`config.mk`:
```
export PLATFORM = sky130hd
export DESIGN_NAME = fifo_burst_reader
export DESIGN_NICKNAME = d
export VERILOG_FILES = /design/src/rtl/fifo_burst_reader.sv
export SDC_FILE = /design/constraint.sdc
export NUM_CORES = 1
export LEC_CHECK = 0
export ABC_AREA = 1
export BUFFER_PORTS_ARGS = -buffer_cell sky130_fd_sc_hd__buf_2
export CAP_MARGIN = 20
export CORE_AREA = 3 3 134 97
export CTS_CLUSTER_DIAMETER = 60
export DETAILED_ROUTE_END_ITERATION = 10
export DIE_AREA = 0 0 137 100
export HOLD_SLACK_MARGIN = 0.12
export SYNTH_ARGS = -nofsm -noshare
export SYNTH_HDL_FRONTEND = slang
export SYNTH_SLANG_ARGS = --single-unit
```
`constraint.sdc`:
```
create_clock -name i_clk -period 3.9 [get_ports i_clk]
set_input_delay 0.195 -clock i_clk [delete_from_list [all_inputs] [get_ports i_clk]]
set_output_delay 0.195 -clock i_clk [all_outputs]
set_load 0.05 [all_outputs]
```
`src/rtl/fifo_burst_reader.sv`:
```
// Burst consumer for a fifo read port: pops i_cmdLen+1 words and streams each
// one out LSB-chunk-first as OUT_W-bit chunks, marking the final chunk with o_last.
module fifo_burst_reader #(
  parameter int WIDTH = 32,
  parameter int OUT_W = 8,
  parameter int LEN_W = 8
) (
  input  logic             i_clk,
  input  logic             i_rst_n,
  input  logic             i_cg,
  input  logic             i_flush,
  input  logic [LEN_W-1:0] i_cmdLen,
  input  logic             i_cmdValid,
  output logic             o_cmdReady,
  input  logic [WIDTH-1:0] i_data,
  input  logic             i_valid,
  output logic             o_ready,
  output logic [OUT_W-1:0] o_data,
  output logic             o_valid,
  input  logic             i_ready,
  output logic             o_last,
  output logic             o_busy,
  output logic [LEN_W-1:0] o_wordsLeft
);

  localparam int RATIO = WIDTH / OUT_W;
  localparam int IDX_W = (RATIO > 1) ? $clog2(RATIO) : 1;
  localparam logic [IDX_W-1:0] IDX_LAST = IDX_W'(RATIO - 1);

  typedef enum logic [1:0] {
    IDLE  = 2'b00,
    LOAD  = 2'b01,
    SHIFT = 2'b10
  } state_t;

  state_t           state_q, state_d;
  logic [LEN_W-1:0] words_left_q, words_left_d;
  logic [IDX_W-1:0] chunk_idx_q, chunk_idx_d;
  logic [WIDTH-1:0] shift_q, shift_d;

  logic flush_s, last_chunk_s, words_zero_s, cmd_acc_s, pop_s, take_s;

  assign flush_s      = i_cg & i_flush;
  assign last_chunk_s = (chunk_idx_q == IDX_LAST);
  assign words_zero_s = (words_left_q == '0);

  // The direct pop on the last chunk lets i_ready reach o_ready combinationally,
  // which is what keeps back-to-back words bubble-free.
  assign o_cmdReady  = i_rst_n & (state_q == IDLE) & i_cg & ~i_flush;
  assign o_ready     = i_cg & ~i_flush &
                       ((state_q == LOAD) |
                        ((state_q == SHIFT) & last_chunk_s & ~words_zero_s & i_ready));
  assign o_valid     = (state_q == SHIFT) & ~flush_s;
  assign o_data      = shift_q[OUT_W-1:0];
  assign o_last      = (state_q == SHIFT) & last_chunk_s & words_zero_s;
  assign o_busy      = (state_q != IDLE);
  assign o_wordsLeft = words_left_q;

  assign cmd_acc_s = i_cg & i_cmdValid & o_cmdReady;
  assign pop_s     = o_ready & i_valid;
  assign take_s    = i_cg & o_valid & i_ready;

  // State, counter and shift-register update.
  always_ff @(posedge i_clk or negedge i_rst_n) begin
    if (!i_rst_n) begin
      state_q      <= IDLE;
      words_left_q <= '0;
      chunk_idx_q  <= '0;
      shift_q      <= '0;
    end else begin
      state_q      <= state_d;
      words_left_q <= words_left_d;
      chunk_idx_q  <= chunk_idx_d;
      shift_q      <= shift_d;
    end
  end

  // Next-state logic; flush overrides every handshake.
  always_comb begin
    state_d      = state_q;
    words_left_d = words_left_q;
    chunk_idx_d  = chunk_idx_q;
    shift_d      = shift_q;
    if (flush_s) begin
      state_d      = IDLE;
      words_left_d = '0;
      chunk_idx_d  = '0;
      shift_d      = '0;
    end else begin
      case (state_q)
        IDLE: begin
          if (cmd_acc_s) begin
            words_left_d = i_cmdLen;
            state_d      = LOAD;
          end else begin
            state_d = IDLE;
          end
        end
        LOAD: begin
          if (pop_s) begin
            shift_d     = i_data;
            chunk_idx_d = '0;
            state_d     = SHIFT;
          end else begin
            state_d = LOAD;
          end
        end
        SHIFT: begin
          if (!take_s) begin
            state_d = SHIFT;
          end else if (!last_chunk_s) begin
            shift_d     = shift_q >> OUT_W;
            chunk_idx_d = chunk_idx_q + IDX_W'(1);
          end else if (words_zero_s) begin
            state_d = IDLE;
          end else begin
            words_left_d = words_left_q - LEN_W'(1);
            if (pop_s) begin
              shift_d     = i_data;
              chunk_idx_d = '0;
              state_d     = SHIFT;
            end else begin
              state_d = LOAD;
            end
          end
        end
        default: begin
          state_d      = IDLE;
          words_left_d = '0;
          chunk_idx_d  = '0;
          shift_d      = '0;
        end
      endcase
    end
  end

endmodule

```
==> summary.md, run 1 <==
| Metric | Value |
|---|---|
| Number of setup violations in the final report | 0 |
| Worst reg2reg startpoint | state_q[0] |
| Yosys warning count | 0 |
| Gpl congestion | 0.7881 |
| CTS clk-pin slew, worst paths | approximately 0.070 ns |
| Outcome | finished, final reports clean |
| Placed Cells | between 600 and 700 |
| Largest net degree at the start of global routing | 45 |
| Final hold viol count | 0 |
| Post-DRT Antenna Nets | 0 |
| Drt pass-1 iters | 4 |
| Smallest hold slack | around 0.15 ns |
| CTS buffer count | 5 |
| Post-CTS Setup Bufs | 0 |
| Flops & latches, synth | between 40 and 50 |
| Tcrit/Tclk final | 0.7419 |
| Final WL | between 8 and 9 mm |
| Synth area leader | dfrtp_1 |
| Yosys cell types | 31 |
| Max FO, Critical Path | 28 |
| Fin nets | 531 |
| Layout area overhead | 18.58% |
| I/O Buffers | 67 |
| R2R Setup Slk | 1.01 ns |
| Gr usage total | 0.1348 |
| Share of cells above drive strength 1 | 0.1904 |
| Reg2reg end | state_q[0] |
| Via density | roughly 4.6 |
| # rows | 33 |
| Yosys top cell area share | 0.3724 |
| CTS H-Tree Depth | 2 |
| Hold Startpoint | i_data[31] |
| Unrepaired setup endpoints after global routing | no |
| Gr busiest metal | met2 |
| Largest cells by area after synthesis | dfrtp_1 (37%), nand2_1 (12%), nor2_1 (9.0%) |
| Worst setup SP type | register |
| Syn Inst Count | between 400 and 500 |
| Pin slew with the least headroom to its limit | 0.8059 ns |
| Placed Instance Area | 0.003346 mm2 |
| Hold Path Sink | shift_q[31] |
| CP Capture Type | register |
| Type of the worst setup path | reg -> reg |
| Worst Hold Depth | 3 |
| CTS tree | built |
| Setup_tns | 0 ns |
| Top cells by instance count after synthesis | nand2_1 (94), nor2_1 (71), inv_1 (50) |
| Min-delay worst type | in -> reg |
| Grt ovf | 0 |
| Fin crit period | roughly 2.9 ns |
| Slew Limit Fails | 0 |
| Vias | approximately 2,900 |
| 1st-iter DRT viols | between 150 and 200 |
| I/O pin total | 68 |
| Worst EP arrival | a little over 3 ns |
| Die Wd | 137 um |
| Leak Pwr | roughly 1.9 nW |
| Final instance area | about 0.0035 mm2 |
| Syn_nets | 478 |
| Clock buffer depth | 2 |
| Fmax | around 0.35 GHz |
| CP required | between 4 and 5 ns |
| Max cap viols | 0 |
| Clock Skews | around 0.0066 ns |
| Headroom to the max-slew limit | 0.4622 |
| DP HPWL | about 6.5 mm |
| Number of global-route vias before repair | roughly 2,900 |
| Root buffer cell | clkbuf_16 |
| First-pass GRT wire length | around 15 mm |
| Diode count | 0 |
| Sequential area share after synthesis | 0.3724 |
| Post-Syn Area | a little under 0.003 mm2 |
| Grt met2 use | 0.2045 |
| Clock Sinks | between 40 and 50 |
| Initial core utilization | 0.2521 |
| Die height | about 100 um |
| Worst VDD drop | approximately 0.15 mV |
| Most common cell in the netlist | nand2_1 |
| Power density cells | between 400 and 500 mW/mm2 |
| Pwr Total | 1.447 mW |
| Met3 Track Usage GR | 0.02455 |
| Residual DRC count | 0 |
| Layout Cells excl Fill | 635 |
| Post-synthesis area per instance | ~7.0 um2 |
| Worst R2R Path Depth | 10 |
| Met1 Use GR | 0.1981 |
| Drt wl/cell | 14.11 um |
| Core area | about 0.012 mm2 |
| Clk_lat worst skew | 0.29 ns |
| Top FF cell, synth | dfrtp_1 |
| FFs w/ async S/R, synth | 1.000 |
| Initial antenna violation count | 0 |
| Die area | about 0.014 mm2 |
| EDFF count, synth | 0 |
## worst max-delay path by stage
stage	endpoint	slack, ns	startpoint
detailed placement	state_q[0]	1.04	state_q[0]
floorplan	shift_q[25]	1.21	o_wordsLeft[0]
CTS	state_q[0]	1.04	state_q[0]
global route	shift_q[31]	0.77	state_q[0]
finish	state_q[0]	1.01	state_q[0]
global placement	state_q[0]	1.19	state_q[0]
## per-layer routing
metal,vias up,share of wire
met2,79,0.43
met3,7,0.051
met5,-,0
met1,1366,0.51
met4,0,0.010
li1,1459,-
## metrics by stage
stage,worst slack (ns),utilization
after global placement,1.189,0.2853
after CTS,1.040,0.2990
after detailed placement,1.039,0.2853
final,1.007,0.2990
after floorplan,1.213,-
after global routing,0.7694,0.2990
## area by class of cell
cell class	instances	area [um2]
inverter	52	195.2
clock buffer	7	142.6
multi-input combinational	303	1495
tap	157	196.4
sequential	44	1101
clock inverter	1	7.507
timing repair buffer	71	367.9
fill	1297	8220
## layout by cell type (no fill, tap or decap), drive strengths merged, types with 3 or more instances in the layout
master	n
dfrtp	44
buf	70
o21ai	28
inv	52
a21oi	49
nor3	3
nand3	12
nand2	97
clkbuf	7
o211ai	22
ha	7
nand4	3
nor2	76
## state kept, by name (all words and copies together) (netlist names)
register	flops
o_wordsLeft	8
state_q	2
shift_q	32
chunk_idx_q	2
## critical path, stage by stage, from the launching register on
cell	delay, ns
dfrtp_1	0.40
inv_1	0.11
ha_1	0.62
nand2_1	0.15
nor2_1	0.11
o21ai_1	0.10
nand2_1	0.13
nand3_2	0.45
buf_4	0.41
a21boi_0	0.20
o22ai_1	0.09
## logic make-up (layout without fill, tap and decap cells)
| group | count (synthesis) | count (layout) | synth area share |
|---|---|---|---|
| buf+inv | 77 | 131 | 0.1219 |
| fa+ha+maj | 7 | 7 | 0.02962 |
| compound gates | 103 | 103 | 0.1981 |
| simple gates | 192 | 192 | 0.2751 |
| xor+xnor | 1 | 1 | 0.002963 |
| flops | 44 | 44 | 0.3724 |
## report_power, final
part	switching, mW	leakage (nW)	internal [mW]
clock	0.185	0.0701	0.256
sequential	0.0357	0.608	0.490
combinational	0.352	1.26	0.128
## timing repair
| item | 4_1_cts | 5_1_grt |
|---|---|---|
| hold buffers | 1 | 0 |
| gates resized for setup | 0 | 0 |
| endpoints found under the hold margin | 44 | 0 |
(Power assumes the default switching activity.)
==> inputs of run 2 (changes only) <==
- ABC_AREA: 1 -> 0
- CORE_AREA: 3 3 134 97 -> 3 3 128 93
- DIE_AREA: 0 0 137 100 -> 0 0 131 96
- clock period: 3.9 -> 2.7 ns (I/O delays scaled with it)
==> run 2 against run 1 <==
  * Register-to-register slack got worse by 0.85 ns
  * Highest routed layer unchanged
  * Final area increased by 1.5%
  * Clock-buffer cell count decreased by 2
  * Non-clock buffer count increased by 37
  * Global-route usage decreased by 0.74 points
  * Maximum frequency increased by 14%
==> summary.md, run 2 <==
| Metric | Value |
|---|---|
| Commonest non-fill, non-tap cell in the layout | buf_2 (was nand2_1) |
| Yosys top cell area share | 0.4120 (was 0.3724) |
| Sequential power share | 0.378 (was 0.363) |
| Max cap viols | 0 (unchanged) |
| Worst VDD drop | 0.3311 mV (was 0.1455 mV) |
| Slew Limit Fails | 0 (unchanged) |
| Worst setup SP type | register (unchanged) |
| CTS clk-pin slew, worst paths | 0.06 ns (was 0.07 ns) |
| Core area | 0.01085 mm2 (was 0.01173 mm2) |
| Post-Syn Area | 0.002673 mm2 (was 0.002957 mm2) |
| Largest register FFs | 32 (unchanged) |
| Via density | 4.839 (was 4.584) |
| Int Power | 1.272 mW (was 874.1 uW) |
| Die Wd | 131 um (was 137 um) |
| Post-CTS Setup Bufs | 0 (unchanged) |
| Largest net degree at the start of global routing | 46 (was 45) |
| Post-DRT Antenna Nets | 0 (unchanged) |
| I/O pin total | 68 (unchanged) |
| Type of the worst setup path | reg -> reg (unchanged) |
| Clock Sinks | 44 (unchanged) |
| # rows | 32 (was 33) |
| Root buffer cell | clkbuf_16 (unchanged) |
| Clock share of power | 0.288 (was 0.305) |
| Pin slew with the least headroom to its limit | 0.9368 ns (was 0.8059 ns) |
| FFs w/ async S/R, synth | 1.000 (unchanged) |
| Share of cells above drive strength 1 | 0.2465 (was 0.1904) |
| Initial antenna violation count | 0 (unchanged) |
| Number of setup violations in the final report | 0 (unchanged) |
| Headroom to the max-slew limit | 0.3755 (was 0.4622) |
| DP HPWL | 5.536 mm (was 6.455 mm) |
| Most common cell in the netlist | dfrtp_1 (was nand2_1) |
| Clock Skews | 0.007214 ns (was 0.006552 ns) |
| EDFF count, synth | 0 (unchanged) |
| CP required | 2.86 ns (was 4.07 ns) |
| P_sw | 742.3 uW (was 573.3 uW) |
| Tcrit/Tclk final | 0.9413 (was 0.7419) |
| Unrepaired setup endpoints after global routing | no (unchanged) |
| Initial core utilization | 0.2463 (was 0.2521) |
| CTS resizes | 0 (unchanged) |
| Commonest non-fill, non-tap cells in the layout | buf_2 (67), dfrtp_1 (44), a21oi_1 (33), dlygate4sd3_1 (33), o21ai_0 (28) (was nand2_1 (94), nor2_1 (71), buf_2 (67), inv_1 (50), a21oi_1 (48)) |
| Die area | 0.01258 mm2 (was 0.01370 mm2) |
| Post-synthesis area per instance | 9.754 um2 (was 6.973 um2) |
| Yosys warning count | 0 (unchanged) |
| Number of global-route vias before repair | 2,397 (was 2,873) |
| Worst EP arrival | 2.70 ns (was 3.06 ns) |
| Top cells by instance count after synthesis | dfrtp_1 (44), a21oi_1 (33), o21ai_0 (28) (was nand2_1 (94), nor2_1 (71), inv_1 (50)) |
| Grt ovf | 0 (unchanged) |
| Diode count | 0 (unchanged) |
| Largest cells by area after synthesis | dfrtp_1 (41%), a221o_1 (9.0%), a21oi_1 (6.2%) (was dfrtp_1 (37%), nand2_1 (12%), nor2_1 (9.0%)) |
| Fin crit period | 2.542 ns (was 2.893 ns) |
| Layout area overhead | 33.19% (was 18.58%) |
| Yosys cell types | 43 (was 31) |
| R2R Setup Slk | 0.16 ns (was 1.01 ns) |
| Drt pass-1 iters | 4 (unchanged) |
| Logic pwr share | 0.334 (was 0.332) |
| Gpl congestion | 0.8286 (was 0.7881) |
| Setup_tns | 0 ns (unchanged) |
| Fin nets | 415 (was 531) |
| Min-delay worst type | in -> reg (unchanged) |
| CP Capture Type | register (unchanged) |
| Fillers | 1,120 (was 1,297) |
| Max FO, Critical Path | 32 (was 28) |
| Drt wl/cell | 15.50 um (was 14.11 um) |
| Gr usage total | 0.1274 (was 0.1348) |
| Top FF cell, synth | dfrtp_1 (unchanged) |
| Clock buffer depth | 2 (unchanged) |
| I/O Buffers | 67 (unchanged) |
| Flops & latches, synth | 44 (unchanged) |
| Fmax | 0.3935 GHz (was 0.3456 GHz) |
| Synth area leader | dfrtp_1 (unchanged) |
| Leak Pwr | 1.638 nW (was 1.936 nW) |
| CTS tree | built (unchanged) |
| Residual DRC count | 0 (unchanged) |
| Syn_nets | 328 (was 478) |
| Outcome | finished, final reports clean (unchanged) |
| Die height | 96 um (was 100 um) |
| Power density cells | 566.0 mW/mm2 (was 412.9 mW/mm2) |
| 1st-iter DRT viols | 188 (was 196) |
| Sequential area share after synthesis | 0.4120 (was 0.3724) |
| Final hold viol count | 0 (unchanged) |
| First-pass GRT wire length | 12.66 mm (was 14.63 mm) |
| CTS H-Tree Depth | 2 (unchanged) |
| Syn Inst Count | 274 (was 424) |
| Sw Share | 0.3684 (was 0.3961) |
| Final design utilization | 0.3281 (was 0.2990) |
| Final WL | 7.967 mm (was 8.957 mm) |
| Largest Register | shift_q (unchanged) |
| Clk_lat worst skew | 0.28 ns (was 0.29 ns) |
| Vias | 2,487 (was 2,911) |
| CTS buffer count | 5 (unchanged) |
-- run 2: cell types whose count changed after synthesis, moves of 5 or more --
| cell | before | now |
|---|---|---|
| o21ai_1 | 9 | 1 |
| o211ai_1 | 22 | 0 |
| buf_4 | 13 | 8 |
| nand2_1 | 94 | 8 |
| a22o_1 | 0 | 12 |
| nand3_1 | 9 | 2 |
| nor2_1 | 71 | 9 |
| inv_1 | 50 | 8 |
| and2_1 | 0 | 25 |
| a221o_1 | 0 | 24 |
| clkbuf_1 | 3 | 11 |
| a21oi_1 | 48 | 33 |
| o21ai_0 | 19 | 28 |
-- run 2: repair_timing --
action	CTS	global route
setup endpoints to repair	0	0
hold buffers	33	0
endpoints found under the hold margin	76	0
-- run 2: worst max-delay path: stages, from the launching register on --
cell     delay, ns
dfrtp_1       0.42
inv_1         0.15
ha_1          0.17
nor3b_1       0.52
a21oi_1       0.20
a21bo_1       0.25
nor2b_2       0.18
buf_12        0.16
a221o_1       0.35
-- run 2: cell type report --
class	count	area, um2	share of cell area
clock buffer	5	125.1	0.03515
clock inverter	2	12.51	0.003515
inverter	8	30.03	0.008436
multi-input combinational	194	1361	0.3824
sequential	44	1101	0.3093
tap	153	191.4	0.05378
timing repair buffer	108	738.2	0.2074
-- run 2: through the flow --
stage | setup WS, ns | cell area (um2) | hold slack (ns) | cells | power (mW)
6_report | 0.1584 | 3560 | 0.2097 | 514 | 2.015
5_1_grt | 0.02239 | 3560 | 0.2337 | 514 | 2.129
4_1_cts | 0.1915 | 3560 | 0.2024 | 514 | 2.030
3_5_place_dp | 0.2346 | 3092 | 0.3323 | 474 | 1.406
3_3_place_gp | 0.3112 | 3092 | 0.3228 | 474 | 1.389
2_1_floorplan | 0.002564 | 2673 | -0.1606 | 274 | 1.208
-- run 2: path summary, 6_finish.rpt --
| path | start | end | depth (start not counted) |
|---|---|---|---|
| worst min-delay path | i_cmdLen[7] | o_wordsLeft[7] | 3 |
| max in group asynchronous | i_rst_n | chunk_idx_q[0] | 3 |
| worst max-delay path | o_wordsLeft[0] | shift_q[23] | 8 |
| min in group asynchronous | i_rst_n | shift_q[7] | 3 |
| worst max register to register | o_wordsLeft[0] | shift_q[23] | 8 |
| worst min register to register | chunk_idx_q[1] | chunk_idx_q[1] | 1 |
-- run 2: power by group through the flow --
stage | Combinational [mW] | Clock [mW] | Sequential, mW
after detailed placement | 0.634 | 0 | 0.772
final | 0.673 | 0.579 | 0.763
after global routing | 0.743 | 0.616 | 0.769
after CTS | 0.675 | 0.594 | 0.761
after floorplan | 0.325 | 0 | 0.883
after global placement | 0.618 | 0 | 0.770
-- run 2: routing by layer --
| metal | share of wire | vias up | routed length [um] | global-route usage |
|---|---|---|---|---|
| met2 | 0.44 | 66 | 3473 | 0.1791 |
| met3 | 0.049 | 6 | 388 | 0.02496 |
| met4 | 0.013 | 0 | 100 | 0.03339 |
| met1 | 0.50 | 1214 | 4004 | 0.1965 |
| li1 | - | 1201 | - | - |
| met5 | 0 | - | 0 | 0 |
-- run 2: cells by family after synthesis --
logic type               Yosys count  synth area share
multiplexers                       1          0.004213
XOR/XNOR                           2          0.006556
AO/OA/AOI/OAI                    120            0.3226
flip-flops                        44            0.4120
buffers and inverters             36           0.07959
adder cells (fa/ha/maj)            7           0.03277
AND/OR/NAND/NOR                   64            0.1423
==> inputs of run 3 (changes only) <==
- CORE_AREA: 3 3 128 93 -> 2 2 127 92
- DIE_AREA: 0 0 131 96 -> 0 0 129 94
==> run 3 against run 2 <==
  * First-iteration DRC count increased by 18%
  * Critical path depth grew 1
  * Hold slack worse by 0.026 ns
  * Clock-buffer cell count unchanged
  * Sequential power about the same
  * Core utilization increased by 0.33 points
  * Critical endpoint is now shift_q[24]
  * Wire length is 0.84% lower
  * Final cell count is 0.58% higher
  * Critical path type unchanged
==> summary.md, run 3 (synthesized netlist as in run 2, its figures left out) <==
| Metric | Value |
|---|---|
| Clock Sinks | 44 (unchanged) |
| Leak Pwr | 1.661 nW (was 1.638 nW) |
| Residual DRC count | 0 (unchanged) |
| Smallest hold slack | 0.1837 ns (was 0.2097 ns) |
| CTS buffer count | 5 (unchanged) |
| Largest net degree at the start of global routing | 46 (unchanged) |
| Root buffer cell | clkbuf_16 (unchanged) |
| Setup_tns | 0 ns (unchanged) |
| Initial core utilization | 0.2463 (unchanged) |
| Placed Cells | 476 (was 474) |
| Layout area overhead | 34.55% (was 33.19%) |
| 1st-iter DRT viols | 222 (was 188) |
| Drt wl/cell | 15.28 um (was 15.50 um) |
| Fin crit period | 2.448 ns (was 2.542 ns) |
| Commonest non-fill, non-tap cells in the layout | buf_2 (67), dfrtp_1 (44), a21oi_1 (33), dlygate4sd3_1 (33), o21ai_0 (28) (unchanged) |
| Hold Startpoint | i_cmdLen[6] (was i_cmdLen[7]) |
| Vias | 2,478 (was 2,487) |
| Initial antenna violation count | 0 (unchanged) |
| Min-delay worst type | in -> reg (unchanged) |
| Clk_lat worst skew | 0.29 ns (was 0.28 ns) |
| Worst setup SP type | register (unchanged) |
| Die area | 0.01213 mm2 (was 0.01258 mm2) |
| Die Wd | 129 um (was 131 um) |
| I/O pin total | 68 (unchanged) |
| Fmax | 0.4085 GHz (was 0.3935 GHz) |
| Pin slew with the least headroom to its limit | 0.8790 ns (was 0.9368 ns) |
| CTS tree | built (unchanged) |
| Core area | 0.01085 mm2 (unchanged) |
| Drt pass-1 iters | 4 (unchanged) |
| # rows | 32 (unchanged) |
| CTS resizes | 0 (unchanged) |
| Gr usage total | 0.1344 (was 0.1274) |
| Type of the worst setup path | reg -> reg (unchanged) |
| Share of cells above drive strength 1 | 0.2527 (was 0.2465) |
| Unrepaired setup endpoints after global routing | no (unchanged) |
| Clock Skews | 0.004285 ns (was 0.007214 ns) |
| Fin nets | 417 (was 415) |
| Outcome | finished, final reports clean (unchanged) |
| Number of setup violations in the final report | 0 (unchanged) |
| DP HPWL | 5.589 mm (was 5.536 mm) |
| Die height | 94 um (was 96 um) |
| Final design utilization | 0.3314 (was 0.3281) |
| Via density | 4.793 (was 4.839) |
| Fillers | 1,115 (was 1,120) |
| CTS H-Tree Depth | 2 (unchanged) |
| CP required | 2.88 ns (was 2.86 ns) |
| Final hold viol count | 0 (unchanged) |
| Slew Limit Fails | 0 (unchanged) |
| Diode count | 0 (unchanged) |
| Largest register FFs | 32 (unchanged) |
| CP Capture Type | register (unchanged) |
| Clock buffer depth | 2 (unchanged) |
| Max cap viols | 0 (unchanged) |
| Headroom to the max-slew limit | 0.4140 (was 0.3755) |
| I/O Buffers | 67 (unchanged) |
| Worst VDD drop | 0.2128 mV (was 0.3311 mV) |
| CTS clk-pin slew, worst paths | 0.07 ns (was 0.06 ns) |
| Final WL | 7.900 mm (was 7.967 mm) |
| First-pass GRT wire length | 12.76 mm (was 12.66 mm) |
| Post-DRT Antenna Nets | 0 (unchanged) |
| Max FO, Critical Path | 25 (was 32) |
| Number of global-route vias before repair | 2,379 (was 2,397) |
| Tcrit/Tclk final | 0.9067 (was 0.9413) |
| Layout Cells excl Fill | 517 (was 514) |
| Worst reg2reg startpoint | o_wordsLeft[0] (unchanged) |
| Crit path from | o_wordsLeft[0] (unchanged) |
| Commonest non-fill, non-tap cell in the layout | buf_2 (unchanged) |
| Gpl congestion | 0.8100 (was 0.8286) |
| Largest Register | shift_q (unchanged) |
| Worst EP arrival | 2.63 ns (was 2.70 ns) |
| Grt ovf | 0 (unchanged) |
| Power density cells | 596.3 mW/mm2 (was 566.0 mW/mm2) |
==> run 3: worst paths after layout <==
| kind | to | slack (ns) | cells past startpoint |
|---|---|---|---|
| setup / recovery | shift_q[24] | 0.25 | 9 |
| setup reg to reg | shift_q[24] | 0.25 | 9 |
| hold reg to reg | shift_q[7] | 0.52 | 1 |
| max in group asynchronous | o_wordsLeft[6] | 1.77 | 3 |
| hold / removal | o_wordsLeft[6] | 0.18 | 3 |
| min in group asynchronous | shift_q[10] | 0.55 | 3 |
==> run 3: repair_timing <==
action	CTS	global route
hold buffers	33	0
setup buffers	0	0
endpoints found under the hold margin	76	0
==> run 3: metal layers <==
layer / global-route usage / part of all wire
met1: 0.2047 / 0.50
met2: 0.1878 / 0.42
met3: 0.02904 / 0.065
met4: 0.03895 / 0.010
met5: 0 / 0
==> run 3: layout make-up <==
type / count / area [um2] / share of cell area
Clock inverter: 3 / 46.29 / 0.01287
Sequential cell: 44 / 1101 / 0.3062
Timing Repair Buffer: 110 / 740.7 / 0.2060
Tap cell: 153 / 191.4 / 0.05324
Inverter: 8 / 30.03 / 0.008351
Clock buffer: 5 / 125.1 / 0.03479
Multi-Input combinational cell: 194 / 1361 / 0.3786
==> run 3: metrics by stage <==
step | setup WS (ns) | power (mW) | cell area (um2)
detailed placement | 0.3228 | 1.400 | 3094
floorplan | 0.002564 | 1.208 | 2673
global placement | 0.4290 | 1.391 | 3094
CTS | 0.2992 | 2.151 | 3596
finish | 0.2520 | 2.144 | 3596
global route | 0.04767 | 2.252 | 3596
==> run 3: where the power goes <==
group	switching, mW	leakage (nW)	internal [mW]	total, mW
combinational	0.431	0.974	0.240	0.671
clock	0.272	0.0804	0.440	0.712
sequential	0.0652	0.607	0.696	0.761
==> run 3: critical path: stages (launching register included) <==
cell and delay, ns:
dfrtp_1 0.42, inv_1 0.14, ha_1 0.15, nor3b_1 0.42
a21oi_1 0.17, a21bo_1 0.23, nor2b_2 0.16, buf_4 0.22
buf_4 0.19, a22o_1 0.22
